--- src/rtl/mult_arbiter.sv ---
// Round-robin front end that shares one sequential 8x8 multiplier among N_REQ clients.
// Winner operands are latched and held for the multiplier; the product is returned with the client id.
module mult_arbiter #(
    parameter int  N_REQ       = 4,
    parameter int  TIMEOUT     = 32,
    parameter int  ZERO_BYPASS = 1,
    localparam int ID_W        = (N_REQ > 1) ? $clog2(N_REQ) : 1
) (
    input  logic               clock,
    input  logic               reset_n,
    input  logic [N_REQ-1:0]   req,
    input  logic [8*N_REQ-1:0] req_mcand,
    input  logic [8*N_REQ-1:0] req_mplier,
    output logic [N_REQ-1:0]   gnt,
    output logic               rsp_valid,
    input  logic               rsp_ready,
    output logic [ID_W-1:0]    rsp_id,
    output logic [15:0]        rsp_product,
    output logic               rsp_err,
    output logic               mul_load,
    output logic [7:0]         mul_mcand,
    output logic [7:0]         mul_mplier,
    input  logic               mul_done,
    input  logic [15:0]        mul_product
);

    localparam int CNT_W = $clog2(TIMEOUT);

    typedef enum logic [2:0] {
        S_IDLE,
        S_LOAD,
        S_SETTLE,
        S_WAIT,
        S_RESP
    } state_t;

    state_t            state_q, state_d;
    logic [N_REQ-1:0]  gnt_q, gnt_d;
    logic              mul_load_q, mul_load_d;
    logic [ID_W-1:0]   rsp_id_q, rsp_id_d;
    logic [15:0]       rsp_product_q, rsp_product_d;
    logic              rsp_err_q, rsp_err_d;
    logic [7:0]        mcand_q, mcand_d;
    logic [7:0]        mplier_q, mplier_d;
    logic [ID_W-1:0]   rr_ptr_q, rr_ptr_d;
    logic [CNT_W-1:0]  wait_cnt_q, wait_cnt_d;

    logic [7:0]        mcand_arr  [N_REQ];
    logic [7:0]        mplier_arr [N_REQ];
    logic [ID_W-1:0]   winner;
    logic              zero_op;

    // Search starts one past the last winner so every client is served in turn.
    function automatic logic [ID_W-1:0] rr_pick(input logic [N_REQ-1:0] r,
                                                input logic [ID_W-1:0]  ptr);
        logic [ID_W-1:0] pick;
        logic [ID_W-1:0] cand;
        logic            found;
        int              idx;
        pick  = ptr;
        found = 1'b0;
        for (int i = 1; i <= N_REQ; i++) begin
            idx = int'(ptr) + i;
            if (idx >= N_REQ) idx = idx - N_REQ;
            cand = ID_W'(idx);
            if (!found && r[cand]) begin
                found = 1'b1;
                pick  = cand;
            end
        end
        return pick;
    endfunction

    always_comb begin
        for (int i = 0; i < N_REQ; i++) begin
            mcand_arr[i]  = req_mcand[8*i +: 8];
            mplier_arr[i] = req_mplier[8*i +: 8];
        end
    end

    assign winner  = rr_pick(req, rr_ptr_q);
    assign zero_op = (ZERO_BYPASS != 0) &&
                     ((mcand_arr[winner] == 8'd0) || (mplier_arr[winner] == 8'd0));

    always_comb begin
        // NOTE: every _d takes its hold value first so no path through the case infers a latch.
        state_d       = state_q;
        gnt_d         = '0;
        mul_load_d    = 1'b0;
        rsp_id_d      = rsp_id_q;
        rsp_product_d = rsp_product_q;
        rsp_err_d     = rsp_err_q;
        mcand_d       = mcand_q;
        mplier_d      = mplier_q;
        rr_ptr_d      = rr_ptr_q;
        wait_cnt_d    = wait_cnt_q;

        unique case (state_q)
            S_IDLE: begin
                if (|req) begin
                    rsp_id_d        = winner;
                    mcand_d         = mcand_arr[winner];
                    mplier_d        = mplier_arr[winner];
                    rr_ptr_d        = winner;
                    rsp_err_d       = 1'b0;
                    gnt_d[winner]   = 1'b1;
                    if (zero_op) begin
                        rsp_product_d = 16'd0;
                        state_d       = S_RESP;
                    end else begin
                        mul_load_d = 1'b1;
                        state_d    = S_LOAD;
                    end
                end
            end
            S_LOAD: begin
                state_d = S_SETTLE;
            end
            S_SETTLE: begin
                // mul_done may still be high from the previous operation here.
                wait_cnt_d = '0;
                state_d    = S_WAIT;
            end
            S_WAIT: begin
                if (mul_done) begin
                    rsp_product_d = mul_product;
                    rsp_err_d     = 1'b0;
                    state_d       = S_RESP;
                end else if (wait_cnt_q == CNT_W'(TIMEOUT - 1)) begin
                    rsp_product_d = 16'd0;
                    rsp_err_d     = 1'b1;
                    state_d       = S_RESP;
                end else begin
                    wait_cnt_d = wait_cnt_q + CNT_W'(1);
                end
            end
            S_RESP: begin
                if (rsp_ready) state_d = S_IDLE;
            end
            default: state_d = S_IDLE;
        endcase
    end

    // NOTE: state is updated with non-blocking assignments so all registers see pre-edge values.
    always_ff @(posedge clock or negedge reset_n) begin
        if (!reset_n) begin
            state_q       <= S_IDLE;
            gnt_q         <= '0;
            mul_load_q    <= 1'b0;
            rsp_id_q      <= '0;
            rsp_product_q <= 16'd0;
            rsp_err_q     <= 1'b0;
            mcand_q       <= 8'd0;
            mplier_q      <= 8'd0;
            rr_ptr_q      <= ID_W'(N_REQ - 1);
            wait_cnt_q    <= '0;
        end else begin
            state_q       <= state_d;
            gnt_q         <= gnt_d;
            mul_load_q    <= mul_load_d;
            rsp_id_q      <= rsp_id_d;
            rsp_product_q <= rsp_product_d;
            rsp_err_q     <= rsp_err_d;
            mcand_q       <= mcand_d;
            mplier_q      <= mplier_d;
            rr_ptr_q      <= rr_ptr_d;
            wait_cnt_q    <= wait_cnt_d;
        end
    end

    assign gnt         = gnt_q;
    assign mul_load    = mul_load_q;
    assign rsp_valid   = (state_q == S_RESP);
    assign rsp_id      = rsp_id_q;
    assign rsp_product = rsp_product_q;
    assign rsp_err     = rsp_err_q;
    assign mul_mcand   = mcand_q;
    assign mul_mplier  = mplier_q;

endmodule

--- config.mk ---
export PLATFORM = sky130hd
export DESIGN_NAME = mult_arbiter
export DESIGN_NICKNAME = d
export VERILOG_FILES = /design/src/rtl/mult_arbiter.sv
export SDC_FILE = /design/constraint.sdc
export NUM_CORES = 1
export LEC_CHECK = 0
export ABC_CLOCK_PERIOD_IN_PS = 7100
export CAP_MARGIN = 20
export CELL_PAD_IN_SITES_DETAIL_PLACEMENT = 0
export CELL_PAD_IN_SITES_GLOBAL_PLACEMENT = 1
export CORE_MARGIN = 10
export CORE_UTILIZATION = 32
export CTS_CLUSTER_SIZE = 30
export DETAILED_ROUTE_END_ITERATION = 10
export HOLD_SLACK_MARGIN = 0.05
export PLACE_DENSITY = 0.87
export SYNTH_ARGS = -nofsm -noshare
export SYNTH_HDL_FRONTEND = slang
export SYNTH_SLANG_ARGS = --single-unit
export TNS_END_PERCENT = 100
--- constraint.sdc ---
create_clock -name clock -period 7.1 [get_ports clock]
set_input_delay 0.71 -clock clock [delete_from_list [all_inputs] [get_ports clock]]
set_output_delay 0.71 -clock clock [all_outputs]
set_load 0.01 [all_outputs]
== Word-level counts from Yosys, hierarchy flattened ==
Cells that the tools add are included.
Cells by class
  add/sub/neg operators: 9
  $mul: 0
  div/mod/pow operators: 0
  order comparisons: 11
  equality and inequality tests: 11
  shift-type cells: 0
  muxes and demuxes: 50
  bitwise gates (word level): 1
  reductions and logical operators: 19
Operators by type and width (count)
  2-to-1 mux 16 bit: 4
  binary-select mux 8 bit (select 2 bit): 2
  2-to-1 mux 8 bit: 4
  one-hot mux 16 bit (2 select lines): 1
  zero test 8 bit: 2
  2-to-1 mux 2 bit: 8
  less-than comparator 2 x 3 -> 1 bit (second input constant): 5
  2-to-1 mux 3 bit: 5
  one-hot mux 3 bit (5 select lines): 1
  2-to-1 mux 1 bit: 14
  >= comparator 3 bit (second input constant): 4
  2-to-1 mux 5 bit: 2
  one-hot mux 5 bit (2 select lines): 1
  AND reduction 3 bit: 3
  binary-select mux 1 bit (select 2 bit): 4
  2-to-1 mux 4 bit: 2
  != test 2 bit (second input constant): 4
  subtractor 2 x 1 -> 2 bit (second input constant): 4
  adder 2 x 2 -> 3 bit (second input constant): 2
  == test 3 x 2 -> 1 bit (second input constant): 2
  adder 5 x 1 -> 5 bit (second input constant): 1
  == test 5 bit (second input constant): 1
  adder 2 x 3 -> 4 bit (second input constant): 1
  >= comparator 4 x 3 -> 1 bit (second input constant): 1
  other kinds (17): 23
Storage, ports and cells
  bits in registers: 50
  latch bits: 0
  memory bits (writable): 0
  ROM bits: 0
  input port bits: 88
  output and inout port bits: 41
  word-level logic and storage cells: 111
  memories kept: 0

== Logic depth before layout (Yosys ltp) ==
Gate-level depths: netlist (run 1).
  word-level depth: 24
  depth in mapped cells: 11
  depth with buffers taken out: 9

== Worst setup path before layout (run 1) ==
OpenSTA, ideal clock, no wires.
  path kind: input-to-reg
  start: in req[0]
  end: reg rsp_product_q[10] (netlist: rsp_product[10])
  library setup time: 0.118 ns
  arrival: 2.497 ns
  data required time: 6.982 ns
  path slack: 4.485 ns
  cell stages on the path: 11
  buffers on the path: 3
  cell sequence: or2_1 -> a21oi_4 -> or2_1 -> buf_6 -> buf_12 -> mux2i_1 -> a32o_2 -> o2111ai_2 -> a21oi_4 -> buf_12 -> o21ai_2
Between the ends
  longest elaborated chain between the ends: 20
  elaborated cells on any way between the ends: 35
  classes of those cells: eq/ne: 2; mux: 21; bitwise: 1; reduce/logical: 11
RTL lines
  start, declared: RTL line 11  | input logic [N_REQ-1:0] req,
  binary-select mux 1 bit (select 2 bit): RTL line 66  | if (!found && r[cand]) begin
  2-to-1 mux 1 bit (implied by the code): RTL line 66
  2-to-1 mux 1 bit: RTL line 66
  zero test 1 bit: RTL line 66
  logical AND 1 bit: RTL line 66
  2-to-1 mux 1 bit: RTL line 66
  zero test 1 bit: RTL line 66
  logical AND 1 bit: RTL line 66
  [... 3 more ...]
  2-to-1 mux 2 bit: RTL line 66
  inverter 2 -> 3 bit (implied by the code): RTL line 83  | ((mcand_arr[winner] == 8'd0) || (mplier_arr[winner] == 8'd0));
  binary-select mux 8 bit (select 2 bit): RTL line 83
  2-to-1 mux 8 bit (implied by the code) (2 in a row): RTL line 83
  zero test 8 bit: RTL line 83
  logical OR 1 bit: RTL line 83
  != test 2 bit (no line)
  AND reduction 4 bit (no line) *
  end signal, assigned: RTL line 162  | rsp_product_q <= rsp_product_d;
  end, declared: RTL line 41  | logic [15:0] rsp_product_q, rsp_product_d;
Mark *: on every way between the ends. The rest lies on a longest branch, timed or not. The select of a mux whose other input is x is not followed.
A chain may end at the register's enable or synchronous reset.

== Final worst setup path (run 1) ==
  start: in req[0]
  end: reg rsp_product_q[2] (netlist: rsp_product[2])
Same word-level chain as after synthesis.

==> reports/results.tsv, run 1 <==
stage	metric	value	unit
run_status	outcome	finished clean	
worst_hold_path	WHS Path Cells	2	
synthesis	sequential element share of the synthesized area	0.436	
clock_network	number of hold buffers added after cts	0	
final_layout	fin cells	561	
timing	final setup violation count	0	
clock_network	Bufs on Longest Clock Path	2	
flow_run	Max Cap Viol	0	
final_layout	P&R area growth vs syn	49.5	%
global_routing	initial antenna violation count	0	
clock_network	CTS tree	yes	
timing	Layout Skew	7.27	ps
final_layout	most frequent cells in the layout	clkdlybuf4s50_1 (127), nand2_1 (102), dfrtp_1 (48), o21ai_0 (35), mux2i_1 (14)	
clock_network	PostCTS Resize Cnt	0	
setup_path	Critical Path AT	3990	ps
detailed_routing	Post-DRT Antenna Nets	0	
timing	post-route minimum period	3810	ps
synthesis	count of cell types in the netlist	46	
detailed_routing	drt wl/cell	16.0	um
setup_path	worst reg2reg path endpoint	rsp_product[2]	
setup_path	R2R depth	9	
clock_network	CTS sink count	50	
final_layout	layout cell share with drive strength beyond 1	0.0927	
clock_network	clock edge transition at the registers on the reported setup and hold paths	100	ps
setup_path	CP endpoint kind	register	
global_routing	total track usage	0.133	
placement	dpl hpwl	7.07	mm
detailed_routing	First-pass DRT Iterations	4	
timing	RSZ-0062 raised after global routing	no	
die	initial core utilization	0.330	
setup_path	worst path required time	7280	ps
detailed_routing	Via Count	2734	
synthesis	number of flops mapped to enable cells by yosys	0	
clock_network	CTS Buf Count	5	
timing	fin crit share	0.537	
global_routing	vias in the first global route	2774	
worst_hold_path	Hold Path Class	register to register	
worst_hold_path	hold wc startpoint	mul_mcand[6]	
die	row count	34	
final_layout	final net count	542	
synthesis	Seq cells post-synth	50	
die	die area	0.0132	mm2
synthesis	Mapped Avg Cell Area	8.69	um2
detailed_routing	Iter 0 DRT Violations	64	
die	Die Y-Extent	115	um
worst_hold_path	worst hold endpoint	mul_mcand[6]	
setup_path	Top Family by Delay on Critical Path	simple AND/OR/NAND/NOR gates	
setup_path	reg2reg setup slack	3700	ps
clock_network	CTS Root Cell	clkbuf_8	
power	LEAKAGE	1.88	nW
placement	dpl cells	552	
synthesis	Ys Warns	0	
die	core area	0.00872	mm2
timing	Max Freq	262	MHz
final_layout	n_diodes	0	
timing	Post-Route Setup TNS	0	ps
setup_path	crit-path max cell delay	700	ps
global_routing	largest net degree at the start of global routing	51	
global_routing	grt total ovfl	0	
synthesis	Synth Instances	331	
timing	Hold Violations, Final	0	
setup_path	Startpoint Class	primary input	
final_layout	Register Area	0.00125	mm2
setup_path	CP Buf/Inv Count	2	
timing	Worst-Margin Slew	854	ps
placement	IO buf count	128	
detailed_routing	Vias/cell	4.87	
final_layout	filler cell count	808	
setup_path	RR Startpoint	rr_ptr_q[0]	
placement	global placer's final weighted congestion	0.827	
setup_path	Critical Path, Cell by Cell	clkdlybuf4s50_1, or2_1, a21oi_4, or2_1, buf_4, mux2i_1, mux2i_1, nand4_2, a21oi_4, o21ai_0	
clock_network	postcts setup bufs	0	
detailed_routing	DRC	0	
setup_path	CP max FO	19	
die	die width	115	um
timing	max-slew violation count	0	
power	Max VDD drop	0.146	mV
global_routing	first-pass GRT wire length	14.3	mm
synthesis	ys async rst share	1.00	
final_layout	commonest non-fill, non-tap cell in the layout	clkdlybuf4s50_1	
die	I/O pin count	129	
detailed_routing	WL final	8.99	mm
clock_network	htree depth	2	
timing	Relative slew margins	0.430	
power	Pwr Density	367	mW/mm2
setup_path	critical path class	primary input to register	
final_layout	multi-input logic area	0.00147	mm2
synthesis	ys flop type	dfrtp_1	
clock_network	clk_lat worst skew	310	ps
setup_path	slowest stage cell on the critical path	or2_1	
synthesis	total nets after synthesis	421	
synthesis	Mapped Area	0.00288	mm2
[area by class of cell]
type                       instances  share of cell area
clock buffer                       5              0.0160
clock inverter                     3             0.00669
tap                              108              0.0314
sequential                        50               0.291
inverter                           8             0.00698
multi-input combinational        253               0.341
timing repair buffer             134               0.307
[synthesized netlist by cell type (all sizes together) (2+ instances only)]
cell,n,share of area
a211oi,4,0.010
a21boi,2,0.0065
a21oi,11,0.027
and2,2,0.0043
and3,3,0.0065
buf,5,0.024
clkbuf,15,0.020
dfrtp,48,0.42
dfstp,2,0.018
ha,2,0.0087
inv,8,0.010
mux2,5,0.020
mux2i,14,0.049
nand2,102,0.13
nand2b,3,0.0091
nand3,9,0.016
nand4,2,0.0065
nor2,10,0.013
nor3,3,0.0052
nor4,10,0.022
o211a,3,0.010
o21a,3,0.0078
o21ai,46,0.094
o31ai,2,0.0052
or2,3,0.0065
xor2,2,0.0061
[sequential cells by signal, summed over array words and instances, names as in the netlist]
| name | cells |
|---|---|
| rsp_product | 16 |
| mul_mcand | 8 |
| mul_mplier | 8 |
| wait_cnt_q | 5 |
| gnt | 4 |
| state_q | 3 |
| rr_ptr_q | 2 |
| rsp_id | 2 |
| mul_load | 1 |
| rsp_err | 1 |
[worst max path at each step]
| stage | start | to | slack [ps] | cells past startpoint |
|---|---|---|---|---|
| floorplan | req[0] | rsp_product[10] | 4480 | 11 |
| global placement | req[0] | rsp_product[15] | 3060 | 10 |
| detailed placement | req[0] | rsp_product[2] | 2920 | 10 |
| CTS | req[0] | rsp_product[15] | 3270 | 10 |
| global route | req[0] | rsp_product[2] | 3020 | 10 |
| finish | req[0] | rsp_product[2] | 3290 | 10 |
[worst reg2reg max path: cells and delay by family (launching register included)]
| kind | cells | cell delay (ps) |
|---|---|---|
| AOI/OAI and AO/OA | 3 | 1000 |
| buffers and inverters | 1 | 360 |
| and+or+nand+nor | 3 | 1010 |
| muxes | 2 | 330 |
| DFF | 1 | 590 |
[per-stage QoR]
step / total power [mW] / setup slack (ps) / hold WS [ps] / area, um2 / utilization
2_1_floorplan: 1.04 / 4480 / 414 / 2880 / -
3_3_place_gp: 1.40 / 3060 / 465 / 4200 / 0.481
3_5_place_dp: 1.41 / 2920 / 471 / 4200 / 0.481
4_1_cts: 1.60 / 3270 / 494 / 4300 / 0.493
5_1_grt: 1.72 / 3020 / 528 / 4300 / 0.493
6_report: 1.58 / 3290 / 484 / 4300 / 0.493
[routing by layer]
metal | share of wire | wire length [um] | track usage | up-vias
met4 | 0.0091 | 82 | 0.0322 | 0
met2 | 0.49 | 4410 | 0.226 | 80
met1 | 0.43 | 3830 | 0.159 | 1263
met3 | 0.075 | 672 | 0.0438 | 6
met5 | 0 | 0 | 0 | -
li1 | - | - | - | 1385
[kinds of logic after synthesis]
| kind of cell | Yosys count | synth area share |
|---|---|---|
| compound gates | 79 | 0.194 |
| xor+xnor | 3 | 0.00914 |
| fa+ha+maj | 2 | 0.00870 |
| buf+inv | 28 | 0.0544 |
| flops | 50 | 0.436 |
| mux | 19 | 0.0683 |
| simple gates | 150 | 0.229 |
[where the power goes]
group	internal, mW	total, mW	switching (mW)
registers	0.418	0.508	0.0899
clock network	0.0739	0.180	0.106
logic	0.436	0.891	0.455
total	0.928	1.58	0.650
(Power assumes the default switching activity.)
==> inputs of run 2 (changes only) <==
--- a/config.mk
+++ b/config.mk
@@ -5,16 +5,16 @@
 export SDC_FILE = /design/constraint.sdc
 export NUM_CORES = 1
 export LEC_CHECK = 0
-export ABC_CLOCK_PERIOD_IN_PS = 7100
+export ABC_CLOCK_PERIOD_IN_PS = 3600
 export CAP_MARGIN = 20
 export CELL_PAD_IN_SITES_DETAIL_PLACEMENT = 0
 export CELL_PAD_IN_SITES_GLOBAL_PLACEMENT = 1
 export CORE_MARGIN = 10
-export CORE_UTILIZATION = 32
+export CORE_UTILIZATION = 30
 export CTS_CLUSTER_SIZE = 30
 export DETAILED_ROUTE_END_ITERATION = 10
 export HOLD_SLACK_MARGIN = 0.05
-export PLACE_DENSITY = 0.87
+export PLACE_DENSITY = 0.83
 export SYNTH_ARGS = -nofsm -noshare
 export SYNTH_HDL_FRONTEND = slang
 export SYNTH_SLANG_ARGS = --single-unit
==> constraint.sdc (replaced) <==
create_clock -name clock -period 3.6 [get_ports clock]
set_input_delay 0.36 -clock clock [delete_from_list [all_inputs] [get_ports clock]]
set_output_delay 0.36 -clock clock [all_outputs]
set_load 0.01 [all_outputs]
==> reports/results.tsv, run 2 (same netlist as run 1, synthesis figures left out) <==
stage	metric	value	unit
timing	Fin Hold WS	492	ps
timing	Worst-Margin Slew	974	ps
setup_path	Top Family by Delay on Critical Path	compound AO/OA/AOI/OAI gates	
die	die width	118	um
setup_path	worst reg2reg path endpoint	rsp_product[3]	
global_routing	largest net degree at the start of global routing	36	
clock_network	CTS tree	yes	
timing	Relative slew margins	0.345	
final_layout	commonest non-fill, non-tap cell in the layout	clkdlybuf4s50_1	
power	Sw Ratio	0.411	
timing	Post-Route Setup TNS	0	ps
final_layout	Register Area	0.00125	mm2
detailed_routing	Post-DRT Antenna Nets	0	
setup_path	Worst setup endpoint	rsp_product[3]	
setup_path	slowest stage cell on the critical path	a221oi_4	
placement	dpl hpwl	7.28	mm
power	Seq pwr share	0.320	
clock_network	clk_lat worst skew	310	ps
timing	max-slew violation count	0	
die	core area	0.00928	mm2
clock_network	htree depth	2	
timing	Layout Skew	9.86	ps
setup_path	most used cell, CP	buf_4	
clock_network	CTS Buf Count	5	
setup_path	RR Startpoint	rr_ptr_q[0]	
clock_network	CTS sink count	50	
detailed_routing	DRC	0	
setup_path	crit-path max cell delay	630	ps
final_layout	most frequent cells in the layout	clkdlybuf4s50_1 (127), nand2_1 (102), dfrtp_1 (48), o21ai_0 (35), mux2i_1 (14)	
flow_run	Max Cap Viol	0	
global_routing	grt total ovfl	0	
die	row count	35	
power	Max VDD drop	0.277	mV
timing	post-route minimum period	2890	ps
final_layout	layout cell share with drive strength beyond 1	0.0945	
power	Psw	1.29	mW
setup_path	CP Buf/Inv Count	2	
worst_hold_path	Hold Path Class	register to register	
detailed_routing	Via Count	2746	
setup_path	worst path required time	3780	ps
worst_hold_path	WHS Path Cells	2	
detailed_routing	drt wl/cell	15.5	um
detailed_routing	Iter 0 DRT Violations	134	
die	Die Y-Extent	118	um
power	cell-internal power	1.85	mW
clock_network	clock edge transition at the registers on the reported setup and hold paths	110	ps
timing	RSZ-0062 raised after global routing	no	
final_layout	final net count	544	
setup_path	Critical Path, Cell by Cell	nand2b_4, o21ai_2, a221oi_4, buf_4, mux2i_1, nand4_2, a21oi_4, buf_4, o21ai_0	
setup_path	critical path class	register to register	
setup_path	crit path from	rr_ptr_q[0]	
final_layout	multi-input logic area	0.00147	mm2
die	die area	0.0139	mm2
power	Pwr Density	721	mW/mm2
die	I/O pin count	129	
clock_network	postcts setup bufs	0	
placement	global placer's final weighted congestion	0.845	
global_routing	first-pass GRT wire length	14.7	mm
timing	fin crit share	0.803	
final_layout	n_diodes	0	
timing	Max Freq	346	MHz
setup_path	Critical Path AT	3070	ps
clock_network	CTS Root Cell	clkbuf_8	
global_routing	total track usage	0.127	
final_layout	max reg flops	16	
timing	final setup violation count	0	
power	clock group share of total power	0.115	
final_layout	filler cell count	911	
power	Gate power share	0.565	
placement	IO buf count	128	
timing	Hold Violations, Final	0	
setup_path	Startpoint Class	register	
global_routing	initial antenna violation count	0	
setup_path	CP endpoint kind	register	
final_layout	P&R area growth vs syn	51.6	%
clock_network	Bufs on Longest Clock Path	2	
setup_path	R2R depth	9	
power	LEAKAGE	1.89	nW
setup_path	Critical Path Stages	9	
setup_path	reg2reg setup slack	710	ps
detailed_routing	Vias/cell	4.70	
detailed_routing	First-pass DRT Iterations	4	
setup_path	CP max FO	17	
global_routing	vias in the first global route	2836	
run_status	outcome	finished clean	
die	initial core utilization	0.310	
detailed_routing	WL final	9.04	mm
## run 2: changes by cell type in the layout (fill, tap and decap cells not counted), sizes merged
cell and delta:
clkbuf -1, dlygate4sd3 +1, buf +2
## run 2: worst reg2reg max path, stage by stage, from the launching register on
cell      delay, ps
dfstp_2         600
nand2b_4        170
o21ai_2          80
a221oi_4        630
buf_4           310
mux2i_1         250
nand4_2         170
a21oi_4         160
buf_4           260
o21ai_0         140
## run 2: per-stage QoR
| step | instance area (um2) | power (mW) | instances | worst slack (ps) | utilization |
|---|---|---|---|---|---|
| floorplan | 2880 | 2.05 | 331 | 1260 | - |
| global placement | 4250 | 2.78 | 575 | 543 | 0.458 |
| detailed placement | 4250 | 2.83 | 575 | 434 | 0.458 |
| CTS | 4360 | 3.19 | 584 | 667 | 0.470 |
| global route | 4360 | 3.43 | 584 | 455 | 0.470 |
| finish | 4360 | 3.14 | 584 | 710 | 0.470 |
## run 2: how the worst min path moves through the flow
stage | start | to
after global placement | reset_n | mul_mplier[2]
final | mul_mcand[7] | mul_mcand[7]
after floorplan | reset_n | gnt[0]
after detailed placement | reset_n | mul_mplier[0]
after global routing | mul_mcand[1] | mul_mcand[1]
after CTS | mul_mcand[7] | mul_mcand[7]
## run 2: power groups by stage
stage               clock (mW)  sequential [mW]  combinational [mW]
floorplan                    0             1.06               0.995
global placement             0             1.01                1.77
detailed placement           0             1.02                1.81
CTS                      0.370             1.01                1.81
global route             0.399             1.04                1.99
finish                   0.361             1.01                1.77
## run 2: routing by layer
layer  wire length (um)  track usage  share of wire
met1               3890        0.152           0.43
met2               4550        0.219           0.50
met3                471       0.0317          0.052
met4                118       0.0386          0.013
met5                  0            0              0
## run 2: timing repair
item                      in CTS  in global routing
resized for setup              0                  0
hold endpoints to repair      20                  0
hold buffers                   1                  0
## run 2: cell type report
class | instances | area share
clock buffer | 5 | 0.0158
clock inverter | 3 | 0.00660
sequential | 50 | 0.288
inverter | 8 | 0.00689
multi-input combinational | 253 | 0.336
tap | 129 | 0.0370
timing repair buffer | 136 | 0.310
